<file path="src/rtl/rgmii_link_ctrl.sv">
// rtl/rgmii_link_ctrl.sv - MDIO poller/arbiter that derives RGMII link_speed from PHY status
//
// Purpose: periodically reads the PHY status register over MDIO, debounces the
// resolved link/speed, and shares the MDIO bus with host register reads.
// Ports:
//   clk_125, reset           clock, asynchronous active-high reset
//   mdc, mdio_i/o/t          MDIO clock and pad (mdio_t = 1 releases the pad)
//   req_valid/addr/ready     host read request handshake
//   rsp_valid, rsp_data      host read response (data held until next response)
//   link_speed, link_up      debounced link state for the RGMII interface
//   speed_update             one-cycle pulse after link_speed changes
module rgmii_link_ctrl #(
  parameter int unsigned CLK_DIV       = 25,
  parameter logic [4:0]  PHY_ADDR      = 5'h01,
  parameter logic [4:0]  STATUS_REG    = 5'h11,
  parameter int unsigned POLL_INTERVAL = 125000
) (
  input  logic        clk_125,
  input  logic        reset,
  output logic        mdc,
  input  logic        mdio_i,
  output logic        mdio_o,
  output logic        mdio_t,
  input  logic        req_valid,
  input  logic [4:0]  req_addr,
  output logic        req_ready,
  output logic        rsp_valid,
  output logic [15:0] rsp_data,
  output logic [1:0]  link_speed,
  output logic        link_up,
  output logic        speed_update
);

  localparam int unsigned PH_W = $clog2(2 * CLK_DIV);
  localparam int unsigned TM_W = $clog2(POLL_INTERVAL);
  localparam logic [PH_W-1:0] PH_HIGH = PH_W'(CLK_DIV);
  localparam logic [PH_W-1:0] PH_LAST = PH_W'(2 * CLK_DIV - 1);
  localparam logic [TM_W-1:0] TM_LAST = TM_W'(POLL_INTERVAL - 1);

  typedef enum logic [1:0] {S_IDLE, S_FRAME, S_DONE} state_t;

  state_t            r_state, w_state_next;
  logic [PH_W-1:0]   r_phase, w_phase_next;
  logic [5:0]        r_bit, w_bit_next;
  logic [4:0]        r_regad, w_regad_next;
  logic [TM_W-1:0]   r_timer;
  logic              r_poll_pend;
  logic              r_last_host;
  logic              r_is_poll;
  logic [15:0]       r_rx;
  logic [15:0]       r_rsp_data;
  logic [1:0]        r_link_speed;
  logic [1:0]        r_speed_d;
  logic              r_link_up;
  logic              r_speed_update;
  logic [1:0]        r_cand;
  logic              r_cand_vld;
  logic              r_mdc, r_mdio_o, r_mdio_t;

  logic              w_grant_poll, w_grant_host, w_req_ready;
  logic              w_timer_exp, w_frame_end, w_drive_next;
  logic [63:0]       w_frame;

  assign w_timer_exp = (r_timer == TM_LAST);
  assign w_frame_end = (r_state == S_FRAME) && (r_bit == 6'd63) && (r_phase == PH_LAST);

  // Read frame, MSB first: preamble, ST=01, OP=10, PHYAD, REGAD, then TA/data (released).
  assign w_frame = {32'hFFFF_FFFF, 4'b0110, PHY_ADDR, w_regad_next, 18'h3FFFF};

  always_ff @(posedge clk_125 or posedge reset) begin
    if (reset) r_state <= S_IDLE;
    else       r_state <= w_state_next;
  end

  always_comb begin
    w_state_next = r_state;
    w_grant_poll = 1'b0;
    w_grant_host = 1'b0;
    w_req_ready  = 1'b0;
    case (r_state)
      S_IDLE: begin
        // On a tie the requester not served last wins.
        if (r_poll_pend && (!req_valid || r_last_host)) begin
          w_grant_poll = 1'b1;
        end else if (req_valid) begin
          w_grant_host = 1'b1;
          w_req_ready  = 1'b1;
        end
        if (w_grant_poll || w_grant_host) w_state_next = S_FRAME;
      end
      S_FRAME: if (w_frame_end) w_state_next = S_DONE;
      S_DONE:  w_state_next = S_IDLE;
      default: w_state_next = S_IDLE;
    endcase

    w_phase_next = r_phase;
    w_bit_next   = r_bit;
    if (w_grant_poll || w_grant_host) begin
      w_phase_next = '0;
      w_bit_next   = '0;
    end else if (r_state == S_FRAME) begin
      if (r_phase == PH_LAST) begin
        w_phase_next = '0;
        w_bit_next   = r_bit + 6'd1;
      end else begin
        w_phase_next = r_phase + PH_W'(1);
      end
    end

    w_regad_next = r_regad;
    if (w_grant_host)      w_regad_next = req_addr;
    else if (w_grant_poll) w_regad_next = STATUS_REG;

    w_drive_next = (w_state_next == S_FRAME) && (w_bit_next < 6'd46);
  end

  always_ff @(posedge clk_125 or posedge reset) begin
    if (reset) begin
      r_phase        <= '0;
      r_bit          <= '0;
      r_regad        <= '0;
      r_timer        <= '0;
      r_poll_pend    <= 1'b0;
      r_last_host    <= 1'b1;
      r_is_poll      <= 1'b0;
      r_rx           <= '0;
      r_rsp_data     <= '0;
      r_link_speed   <= 2'b10;
      r_speed_d      <= 2'b10;
      r_link_up      <= 1'b0;
      r_speed_update <= 1'b0;
      r_cand         <= '0;
      r_cand_vld     <= 1'b0;
      r_mdc          <= 1'b0;
      r_mdio_o       <= 1'b1;
      r_mdio_t       <= 1'b1;
    end else begin
      r_timer <= w_timer_exp ? '0 : r_timer + TM_W'(1);
      // An expiry while a poll is still pending is simply absorbed.
      if (w_grant_poll)     r_poll_pend <= 1'b0;
      else if (w_timer_exp) r_poll_pend <= 1'b1;

      if (w_grant_poll || w_grant_host) begin
        r_last_host <= w_grant_host;
        r_is_poll   <= w_grant_poll;
      end

      r_phase <= w_phase_next;
      r_bit   <= w_bit_next;
      r_regad <= w_regad_next;

      // Outputs registered from next-state values so the pad and MDC are glitch-free.
      r_mdc    <= (w_state_next == S_FRAME) && (w_phase_next >= PH_HIGH);
      r_mdio_t <= !w_drive_next;
      r_mdio_o <= w_drive_next ? w_frame[6'd63 - w_bit_next] : 1'b1;

      // Sample on the cycle MDC rises.
      if ((r_state == S_FRAME) && (r_phase == PH_HIGH) && (r_bit >= 6'd48)) begin
        r_rx <= {r_rx[14:0], mdio_i};
      end

      if (w_frame_end) begin
        if (!r_is_poll) begin
          r_rsp_data <= r_rx;
        end else if (!r_rx[10]) begin
          r_link_up  <= 1'b0;
          r_cand_vld <= 1'b0;
        end else if (r_rx[11] && (r_rx[15:14] != 2'b11)) begin
          // A resolved speed must be seen on two consecutive polls before it is applied.
          if (r_cand_vld && (r_cand == r_rx[15:14])) begin
            r_link_up    <= 1'b1;
            r_link_speed <= r_rx[15:14];
          end else begin
            r_cand     <= r_rx[15:14];
            r_cand_vld <= 1'b1;
          end
        end else begin
          r_cand_vld <= 1'b0;
        end
      end

      r_speed_d      <= r_link_speed;
      r_speed_update <= (r_link_speed != r_speed_d);
    end
  end

  assign req_ready    = w_req_ready && !reset;
  assign rsp_valid    = (r_state == S_DONE) && !r_is_poll;
  assign rsp_data     = r_rsp_data;
  assign link_speed   = r_link_speed;
  assign link_up      = r_link_up;
  assign speed_update = r_speed_update;
  assign mdc          = r_mdc;
  assign mdio_o       = r_mdio_o;
  assign mdio_t       = r_mdio_t;

endmodule

</file>
<file path="config.mk">
export PLATFORM = sky130hd
export DESIGN_NAME = rgmii_link_ctrl
export DESIGN_NICKNAME = d
export VERILOG_FILES = /design/src/rtl/rgmii_link_ctrl.sv
export SDC_FILE = /design/constraint.sdc
export NUM_CORES = 1
export LEC_CHECK = 0
export CAP_MARGIN = 20
export CORE_UTILIZATION = 42
export DETAILED_ROUTE_END_ITERATION = 8
export SYNTH_ARGS = -nofsm -noshare
export SYNTH_HDL_FRONTEND = slang
export SYNTH_SLANG_ARGS = --single-unit
</file>
<file path="constraint.sdc">
create_clock -name clk_125 -period 6.38 [get_ports clk_125]
set_input_delay 1.276 -clock clk_125 [delete_from_list [all_inputs] [get_ports clk_125]]
set_output_delay 1.276 -clock clk_125 [all_outputs]
set_load 0.005 [all_outputs]
</file>
* Yosys cells after proc, flatten, opt, wreduce, memory -nomap -nowiden
Index checks and enable logic that the tools add are counted.
** Word-level totals
- Register bits :: 83
- Bits in latches :: 0
- Bits in writable memories :: 0
- ROM bits :: 0
- Input bits :: 9
- Output and inout bits :: 25
- Logic and storage cells :: 98
- Memories :: 0
** Cells by class
- Add/sub/neg operators :: 4
- Multiply operators :: 0
- Divide/modulo/power cells :: 0
- Magnitude comparators :: 4
- Eq/ne operators :: 13
- Shifts and indexed selects :: 0
- Muxes and demuxes :: 31
- Bitwise logic cells :: 2
- Reductions and logical operators :: 25
** Operator list (count)
- $mux W6 :: 6
- $mux W1 :: 18
- $add A17 B1 Y17 const B :: 1
- $eq A17 B17 Y1 const B :: 1
- $mux W17 :: 1
- $add A6 B1 Y6 const B :: 2
- $eq A6 B6 Y1 const B :: 2
- $logic_and A1 B1 Y1 :: 11
- $mux W5 :: 2
- $reduce_and A5 Y1 :: 2
- $lt A6 B7 Y1 const B :: 1
- $bmux W1 S6 :: 1
- $eq A6 B5 Y1 const B :: 1
- $ge A6 B5 Y1 const B :: 1
- $ge A6 B6 Y1 const B :: 1
- $lt A6 B6 Y1 const B :: 1
- $sub A6 B6 Y6 const A :: 1
- $eq A2 B1 Y1 const B :: 2
- $logic_not A1 Y1 :: 4
- $mux W2 :: 2
- $ne A2 B1 Y1 const B :: 2
- $pmux W2 S2 :: 1
- $reduce_and A4 Y1 :: 1
- $logic_or A1 B1 Y1 :: 3
- other kinds (10) :: 11

* Longest topological paths before layout
Gate-level depths: netlist of the first run.
- Depth in word-level cells :: 12
- Depth in mapped cells :: 8
- Mapped depth without buffers :: 8

* Least setup slack after synthesis of the first run
OpenSTA, ideal clock, no wires.
- Kind :: input-to-output
- Start point :: in req_valid
- End point :: out req_ready
- Arrival :: 1.503 ns
- Data required time :: 5.104 ns
- Setup slack :: 3.601 ns
- Cell stages on the path :: 2
- Buffers on the path :: 0
- Path through :: nand3_1 nor2_1
** On the way
- Longest elaborated chain between the ends :: 6
- Elaborated cells on any way between the ends :: 7
- Those cells by class :: 3 x mux; 4 x reduce/logical
** RTL lines
- from (decl) :: line 24 : input logic req_valid,
- $logic_not A1 Y1 :: line 83 : if (r_poll_pend && (!req_valid || r_last_host)) begin
- $logic_or A1 B1 Y1 :: line 83
- $logic_and A1 B1 Y1 :: line 83
- $mux W1 (*) :: line 83
- $mux W1 (*) :: line 80 : case (r_state)
- $logic_and A1 B1 Y1 (*) :: line 187 : assign req_ready = w_req_ready && !reset;
- to (decl) :: line 26 : output logic req_ready,
Mark *: on every way between the ends. The rest lies on a longest branch, timed or not.

* Worst setup path in the final report of the first run
Same ends and word-level chain as after synthesis.

==> results of run 1 <==
==> cell type report <==
class                      count  area [um^2]  area share [%]
inverter                       3         12.5           0.287
clock inverter                 6         95.1            2.18
multi-input combinational    204         1530            35.1
tap                          105          131            3.02
clock buffer                  10          138            3.16
timing repair buffer          35          365            8.39
sequential                    83         2080            47.8
==> routing by layer <==
metal	wire (um)	part of all wire, %
met2	2980	47
met5	0	0
met4	61	0.97
met3	175	2.8
met1	3080	49
==> worst min-delay path by stage <==
| stage | depth (start not counted) | to | startpoint | slack, ns |
|---|---|---|---|---|
| after CTS | 0 | r_speed_d[1]$_DFF_PP1_ | link_speed[1]$_DFFE_PP1P_ | 0.40 |
| after floorplan | 0 | r_speed_d[1]$_DFF_PP1_ | link_speed[1]$_DFFE_PP1P_ | 0.38 |
| after global routing | 0 | r_speed_d[1]$_DFF_PP1_ | link_speed[1]$_DFFE_PP1P_ | 0.41 |
| after detailed placement | 0 | r_speed_d[1]$_DFF_PP1_ | link_speed[1]$_DFFE_PP1P_ | 0.38 |
| final | 0 | r_speed_d[1]$_DFF_PP1_ | link_speed[1]$_DFFE_PP1P_ | 0.39 |
| after global placement | 0 | r_speed_d[1]$_DFF_PP1_ | link_speed[1]$_DFFE_PP1P_ | 0.38 |
==> metrics by stage <==
stage	setup WS (ns)	instances	utilization, %	cell area [um^2]
6_report	2.48	446	52.2	4350
5_1_grt	2.35	446	52.2	4350
4_1_cts	2.47	445	51.9	4330
3_5_place_dp	2.47	429	49.1	4090
3_3_place_gp	2.52	429	49.1	4090
2_1_floorplan	2.98	298	-	3660
==> cell usage in the layout, fill, tap and decap left out, drive strengths merged, types with 5 or more instances in the layout <==
cell type | Yosys | routed
dfstp | 5 | 5
xor2 | 11 | 11
nand4 | 10 | 10
clkbuf | 4 | 10
nor2 | 26 | 26
xnor2 | 18 | 18
dfrtp | 78 | 78
inv | 3 | 5
clkdlybuf4s50 | 0 | 33
o21ai | 6 | 6
nor3 | 6 | 6
mux2 | 36 | 36
nand3 | 14 | 14
a21oi | 5 | 5
nand2 | 23 | 23
==> kinds of logic (layout without fill, tap and decap cells) <==
logic type                 Yosys count  in the layout  share of synthesized area (%)
adders and majority gates            4              4                           1.37
muxes                               39             39                           11.9
xor gates and xnor gates            29             29                           6.94
AOI/OAI and AO/OA                   30             30                           5.64
buffers and inverters               11             54                           1.50
and+or+nand+nor                    102            102                           15.7
DFF                                 83             83                           56.9
==> state kept, by name (all words and copies together) (netlist names) <==
register	cells
mdio_t	1
r_speed_d	2
r_bit	6
link_up	1
r_timer	17
r_state	2
r_is_poll	1
r_poll_pend	1
r_cand	2
rsp_data	16
r_last_host	1
r_rx	16
link_speed	2
speed_update	1
r_regad	5
mdio_o	1
mdc	1
r_cand_vld	1
r_phase	6
==> power by group through the flow <==
stage,clock [mW],combinational (mW),sequential (mW)
final,0.428,0.0184,0.526
after global placement,0,0.0173,0.537
after detailed placement,0,0.0173,0.537
after global routing,0.464,0.0209,0.526
after floorplan,0,0.00810,0.537
after CTS,0.442,0.0173,0.526
==> critical path: cells and delay by family <==
kind          cells  cell delay [ns]
simple gates      2             0.30
buf+inv           2             1.04
==> impl_metrics.yaml, run 1 <==
cts:
  htreeDepth: 3
  cts-buffers-inserted: 9
  cts_sinks: 83
  cts-resized-gates: 0
  insertion_delay_ns: 0.35
  postCtsHoldBufs: 0
  clockBufferDepth: 2
  clk_pin_slew_ns: 0.08
  cts_tree: "built"
  root_buffer: "clkbuf_8"
  cts_setup_buffers: 0
power:
  p_total_uw: 973
  power_switching_uw: 204
  p_int_uw: 769
  ir_drop_uv: 105
  p_seq_share_pct: 54.1
  power.share.clock_pct: 44.0
  pwr_density_cell_nw_per_um2: 223
  p_leak_nw: 1.95
  power_frac_comb_pct: 1.9
  switching_share_pct: 21.0
grt:
  grt_util_met2_pct: 24.6
  grt_max_degree: 84
  use_met3_pct: 5.02
  track_usage_pct: 15.3
  grtUsageMet1_pct: 19.9
  gr-max-usage-layer: "met2"
  grt_pass1_vias: 2267
  grt_antenna_before_repair: 0
  grt_pass1_wl_um: 10500
  overflow: 0
worst_setup_path:
  timing.rr.end: "mdio_o$_DFF_PP1_"
  setup.worst_path.start: "req_valid"
  crit_path_frequent_cell: "clkdlybuf4s50_1"
  r2r_slack_ns: 4.00
  crit_chain: "clkdlybuf4s50_1 -> nand3_1 -> nor2_1 -> clkdlybuf4s50_1"
  arrival_ns: 2.63
  r2r_start: "r_phase[0]$_DFF_PP0_"
  max_stage_delay_ns: 0.53
  required_ns: 5.10
  critPathCaptureType: "output pin"
  reg2regPathDepth: 7
  path_max_fanout: 5
  cp-start-kind: "input pin"
  crit_type: "input pin to output pin"
  cp_slowest_cell: "clkdlybuf4s50_1"
  crit_end: "req_ready"
die:
  io_pins: 34
  fp.dieH_um: 95.3
  die_area_um2: 9090
  die_w_um: 95.3
  rows: 33
  initial_core_util_pct: 43.9
  core_um2: 8340
drt:
  vias: 2339
  drtPass1Iterations: 4
  via_per_inst: 5.24
  finalWirelength_um: 6300
  drt_iter0_markers: 68
  drc: 0
  post_drt_wl_per_cell_um: 14.1
  antenna_left: 0
timing:
  setup_viol: 0
  drv_slew: 0
  worst_slew_pin_slew_ns: 1.03
  slew_headroom_pct: 30.7
  clock_skew_ns: 0.00899
  setup_tns_ns: 0
  max_freq_mhz: 256
  final.min_clock_period_ns: 3.90
  period_share_pct: 61.1
  hold_ws_ns: 0.394
  final_hold_viol_count: 0
  rsz0062_at_grt: "false"
layout:
  num_antenna_cells: 0
  drive_gt1_share_pct: 19.9
  nets: 349
  area_growth_pct: 19.0
  fill_cells: 762
synthesis:
  ys_ff_latch: 83
  yosys.area.top_type_share_pct: 53.4
  syn_nets: 311
  synth_flop_cell: "dfrtp_1"
  syn_avg_cell_area_um2: 12.3
  synth_warnings: 0
  synthTopCellsByCount: "dfrtp_1, mux2_2, nor2_1"
  yosysSeqAreaShare_pct: 56.9
  yosysMostFrequentCell: "dfrtp_1"
  synth-edff-count: 0
  postSynth.asyncResetShare_pct: 100
  ys_types: 47
  syn_inst: 298
  yosys-top-cells-area: "dfrtp_1, mux2_2, xnor2_1"
  yosysTopAreaCell: "dfrtp_1"
  netlist_area_um2: 3660
placed_design:
  hpwl_um: 4240
  port_buffers: 33
  gp_congestion: 0.821
worst_hold_path:
  hp-class: "flip-flop to flip-flop"
outcome:
  outcome: "finished, final reports clean"
flow_run:
  cap_violations: 0
No activity file was read; power rests on OpenSTA's default activity.
==> run 2: changes to the inputs <==
==> constraint.sdc (replaced) <==
create_clock -name clk_125 -period 3.85 [get_ports clk_125]
set_input_delay 0.77 -clock clk_125 [delete_from_list [all_inputs] [get_ports clk_125]]
set_output_delay 0.77 -clock clk_125 [all_outputs]
set_load 0.005 [all_outputs]
==> run 2 against run 1 <==
Total power up 64%. Hold slack got worse by 0.0066 ns. Count of clock-buffer cells in the layout down 1. Via count is 2.0% lower. Final cell count rose by 0.22%. Utilization is 0.28 points lower. Flip-flop and latch count unchanged. First-iteration DRC count unchanged. Final area down 0.55%. Global-route usage is 0.49 points higher. Clock skew up 0.0032 ns. Largest power group unchanged. Highest routed layer unchanged.
==> impl_metrics.yaml, run 2 (synthesized netlist as in run 1, its figures left out) <==
outcome:
  outcome: "finished, final reports clean"
placed_design:
  port_buffers: 33
  hpwl_um: 4310
  gp_congestion: 0.770
  post-place-ws_ns: 0.943
cts:
  root_buffer: "clkbuf_8"
  insertion_delay_ns: 0.35
  cts-resized-gates: 0
  cts_sinks: 83
  postCtsHoldBufs: 0
  cts-buffers-inserted: 9
  clockBufferDepth: 2
  cts_setup_buffers: 0
  htreeDepth: 3
  clk_pin_slew_ns: 0.09
  cts_tree: "built"
drt:
  drtPass1Iterations: 4
  post_drt_wl_per_cell_um: 14.2
  via_per_inst: 5.13
  finalWirelength_um: 6330
  vias: 2292
  antenna_left: 0
  drc: 0
  drt_iter0_markers: 68
timing:
  setup_ws_ns: 0.965
  setup_tns_ns: 0
  final.min_clock_period_ns: 2.88
  final_hold_viol_count: 0
  slew_headroom_pct: 28.9
  max_freq_mhz: 347
  setup_viol: 0
  worst_slew_pin_slew_ns: 1.06
  period_share_pct: 74.9
  rsz0062_at_grt: "false"
  drv_slew: 0
  clock_skew_ns: 0.0122
worst_setup_path:
  critPathCaptureType: "output pin"
  required_ns: 3.08
  cp_slowest_cell: "clkdlybuf4s50_1"
  crit_chain: "clkdlybuf4s50_1 -> nand3_1 -> nor2_1 -> clkdlybuf4s50_1"
  crit_type: "input pin to output pin"
  crit_path_frequent_cell: "clkdlybuf4s50_1"
  cp-start-kind: "input pin"
  max_stage_delay_ns: 0.53
  path_max_fanout: 5
  cp_num_buf_inv: 2
  cpLargestDelayFamily: "buffers and inverters"
  arrival_ns: 2.11
power:
  p_leak_nw: 1.94
  power.share.clock_pct: 43.5
  switching_share_pct: 21.5
  p_int_mw: 1.25
  power_switching_uw: 343
  ir_drop_uv: 150
  power_frac_comb_pct: 1.7
  pwr_density_cell_nw_per_um2: 368
  p_seq_share_pct: 54.8
grt:
  grt_max_degree: 56
  grt_pass1_vias: 2219
  overflow: 0
  grt_antenna_before_repair: 0
  grt_pass1_wl_um: 10800
  track_usage_pct: 15.8
die:
  die_w_um: 95.3
  fp.dieH_um: 95.3
  core_um2: 8340
  io_pins: 34
  initial_core_util_pct: 43.9
  die_area_um2: 9090
  rows: 33
flow_run:
  cap_violations: 0
layout:
  nets: 350
  drive_gt1_share_pct: 20.2
  num_antenna_cells: 0
  largest_reg_flops: 17
  area_growth_pct: 18.4
  regMostFlops: "r_timer"
  final_cell_mix: "dfrtp_1, mux2_2, clkdlybuf4s50_1, nor2_1, nand2_1"
  final_common_cell: "dfrtp_1"
worst_hold_path:
  hp-class: "flip-flop to flip-flop"
run 2: changes by cell type in the layout (fill, tap and decap cells not counted):
cell | previous run | this run
buf_4 | 1 | 3
clkinvlp_4 | 0 | 2
buf_16 | 1 | 0
clkbuf_8 | 10 | 9
clkinv_2 | 1 | 2
clkinv_4 | 1 | 0
inv_6 | 3 | 2
run 2: area by class of cell:
cell class	count	area, um^2
clock buffers	9	124
flip-flops and latches	83	2080
inverters	3	12.5
well taps	105	131
multi-input cells	204	1530
repair buffers	36	353
fillers	746	4010
clock inverters	7	97.6
run 2: path summary, 6_finish.rpt:
path / start / end / slack [ns] / cells past startpoint
max in group asynchronous: reset / r_rx[3]$_DFFE_PP0P_ / 2.11 / 3
setup reg to reg: r_phase[0]$_DFF_PP0_ / r_rx[0]$_DFFE_PP0P_ / 1.47 / 4
setup / recovery: req_valid / req_ready / 0.97 / 4
hold reg to reg: link_speed[1]$_DFFE_PP1P_ / r_speed_d[1]$_DFF_PP1_ / 0.39 / 0
hold / removal: link_speed[1]$_DFFE_PP1P_ / r_speed_d[1]$_DFF_PP1_ / 0.39 / 0
min in group asynchronous: reset / r_poll_pend$_DFFE_PP0P_ / 0.94 / 2
run 2: per-stage QoR:
step	area, um^2	hold slack (ns)	util, %	power, mW	cells
5_1_grt	4330	0.392	51.9	1.66	447
6_report	4330	0.388	51.9	1.59	447
3_3_place_gp	4110	0.382	49.3	0.918	431
3_5_place_dp	4110	0.385	49.3	0.919	431
4_1_cts	4330	0.392	51.9	1.62	447
2_1_floorplan	3660	0.380	-	0.903	298
run 2: per-layer routing:
| metal | global-route usage, % | share of wire (%) |
|---|---|---|
| met1 | 21.3 | 49 |
| met2 | 24.0 | 47 |
| met3 | 4.70 | 2.7 |
| met4 | 6.06 | 1.5 |
| met5 | 0 | 0 |
run 2: worst register-to-register path: stages, from the launching register on:
cell and delay [ns]:
dfrtp_1 0.46, ha_1 0.29, nand4bb_4 0.16, nor4_4 0.93, mux2_2 0.42
run 2: power by group through the flow:
stage	clock network, mW	logic [mW]	registers, mW
floorplan	0	0.0134	0.889
global placement	0	0.0292	0.889
detailed placement	0	0.0294	0.889
CTS	0.714	0.0295	0.872
global route	0.755	0.0322	0.872
finish	0.692	0.0276	0.872
==> run 3: changes to the inputs <==
==> constraint.sdc (replaced) <==
create_clock -name clk_125 -period 2.63 [get_ports clk_125]
set_input_delay 0.526 -clock clk_125 [delete_from_list [all_inputs] [get_ports clk_125]]
set_output_delay 0.526 -clock clk_125 [all_outputs]
set_load 0.005 [all_outputs]
==> run 3 against run 2 <==
Combinational power grew 68%. Register-to-register slack worse by 1.2 ns. Clock power rose by 26%. Sequential power is 47% higher. Setup slack worse by 0.82 ns. Largest cell class unchanged. Non-clock buffer count is 3 higher. Final area is 0.49% higher. Hold slack improved by 0.0075 ns. Final cell count increased by 0.67%.
==> impl_metrics.yaml, run 3 (synthesized netlist as in run 1, its figures left out) <==
drt:
  drt_iter0_markers: 65
  drtPass1Iterations: 4
  antenna_left: 0
  drc: 0
  via_per_inst: 5.19
  finalWirelength_um: 6100
  post_drt_wl_per_cell_um: 13.5
  vias: 2334
worst_setup_path:
  reg2regPathDepth: 8
  timing.rr.end: "mdio_o$_DFF_PP1_"
  cp_slowest_cell: "clkdlybuf4s50_1"
  r2r_start: "r_phase[1]$_DFF_PP0_"
  cp-start-kind: "flip-flop"
  max_stage_delay_ns: 0.51
  crit_chain: "nor2_1 -> nand3_1 -> nor2_1 -> clkdlybuf4s50_1"
  path_max_fanout: 6
  crit_type: "flip-flop to output pin"
  crit_path_frequent_cell: "nor2_1"
  critPathCaptureType: "output pin"
  required_ns: 2.10
  arrival_ns: 1.96
  r2r_slack_ns: 0.30
flow_run:
  cap_violations: 0
timing:
  period_share_pct: 94.6
  rsz0062_at_grt: "false"
  setup_tns_ns: 0
  final.min_clock_period_ns: 2.49
  worst_slew_pin_slew_ns: 0.619
  slew_headroom_pct: 58.5
  final_hold_viol_count: 0
  drv_slew: 0
  max_freq_mhz: 402
  setup_viol: 0
  clock_skew_ns: 0.0132
die:
  fp.dieH_um: 95.3
  core_um2: 8340
  die_w_um: 95.3
  initial_core_util_pct: 43.9
  rows: 33
  io_pins: 34
  die_area_um2: 9090
power:
  p_leak_nw: 1.94
  p_total_mw: 2.20
  pwr_density_cell_nw_per_um2: 505
  ir_drop_uv: 257
cts:
  clk_pin_slew_ns: 0.09
  root_buffer: "clkbuf_8"
  insertion_delay_ns: 0.36
  postCtsHoldBufs: 0
  cts-resized-gates: 0
  cts_tree: "built"
  cts-buffers-inserted: 9
  clockBufferDepth: 2
  htreeDepth: 3
  cts_sinks: 83
  cts_setup_buffers: 0
layout:
  num_antenna_cells: 0
  area_growth_pct: 18.9
  nets: 353
  drive_gt1_share_pct: 20.9
  final_common_cell: "dfrtp_1"
  largest_reg_flops: 17
  final_cell_mix: "dfrtp_1, mux2_2, clkdlybuf4s50_1, nor2_1, nand2_1"
  regMostFlops: "r_timer"
outcome:
  outcome: "finished, final reports clean"
placed_design:
  hpwl_um: 4290
  port_buffers: 33
  gp_congestion: 0.795
worst_hold_path:
  hp-class: "flip-flop to flip-flop"
  min_from: "link_speed[1]$_DFFE_PP1P_"
  worstHoldEndpoint: "r_speed_d[1]$_DFF_PP1_"
  hold_path_depth: 0
grt:
  track_usage_pct: 15.2
  grt_pass1_wl_um: 10500
  grt_antenna_before_repair: 0
  grt_max_degree: 29
  overflow: 0
  grt_pass1_vias: 2226
==> run 3: cell type report <==
class | count | area, um^2
clock buffers | 9 | 124
fillers | 766 | 3990
well taps | 105 | 131
inverters | 3 | 15.0
multi-input cells | 204 | 1530
clock inverters | 7 | 68.8
repair buffers | 39 | 400
flip-flops and latches | 83 | 2080
==> run 3: per-layer routing <==
| metal | routed length, um | part of all wire [%] | vias up | global-route usage, % |
|---|---|---|---|---|
| met5 | 0 | 0 | - | 0 |
| met4 | 93 | 1.5 | 0 | 6.06 |
| li1 | - | - | 1141 | - |
| met2 | 2840 | 47 | 35 | 24.2 |
| met3 | 241 | 4.0 | 10 | 4.07 |
| met1 | 2930 | 48 | 1148 | 19.6 |
==> run 3: worst max-delay path by stage <==
stage	endpoint	start	slack, ns	cells after the start
floorplan	mdio_o$_DFF_PP1_	r_phase[1]$_DFF_PP0_	0.47	8
global placement	req_ready	req_valid	0.24	4
detailed placement	req_ready	req_valid	0.23	4
CTS	req_ready	r_state[0]$_DFF_PP0_	0.09	4
global route	req_ready	r_state[0]$_DFF_PP0_	0.008	4
finish	req_ready	r_state[0]$_DFF_PP0_	0.14	4
==> run 3: through the flow <==
step	hold WS [ns]	instances	setup WS, ns	util [%]	instance area [um^2]
CTS	0.398	450	0.0865	52.2	4350
detailed placement	0.384	434	0.228	49.9	4160
floorplan	0.380	298	0.467	-	3660
global route	0.403	450	0.00822	52.2	4350
global placement	0.381	434	0.240	49.9	4160
finish	0.395	450	0.142	52.2	4350
==> run 3: where the power goes <==
group,switching (mW),leakage [nW],internal [mW]
clock,0.507,0.0915,0.367
combinational,0.0279,0.784,0.0184
sequential,0.000544,1.07,1.28
==> run 3: worst max-delay path: cells and delay by family (launching register included) <==
family / cells / cell delay, ns
buffers and inverters: 1 / 0.51
DFF: 1 / 0.43
and+or+nand+nor: 3 / 0.68
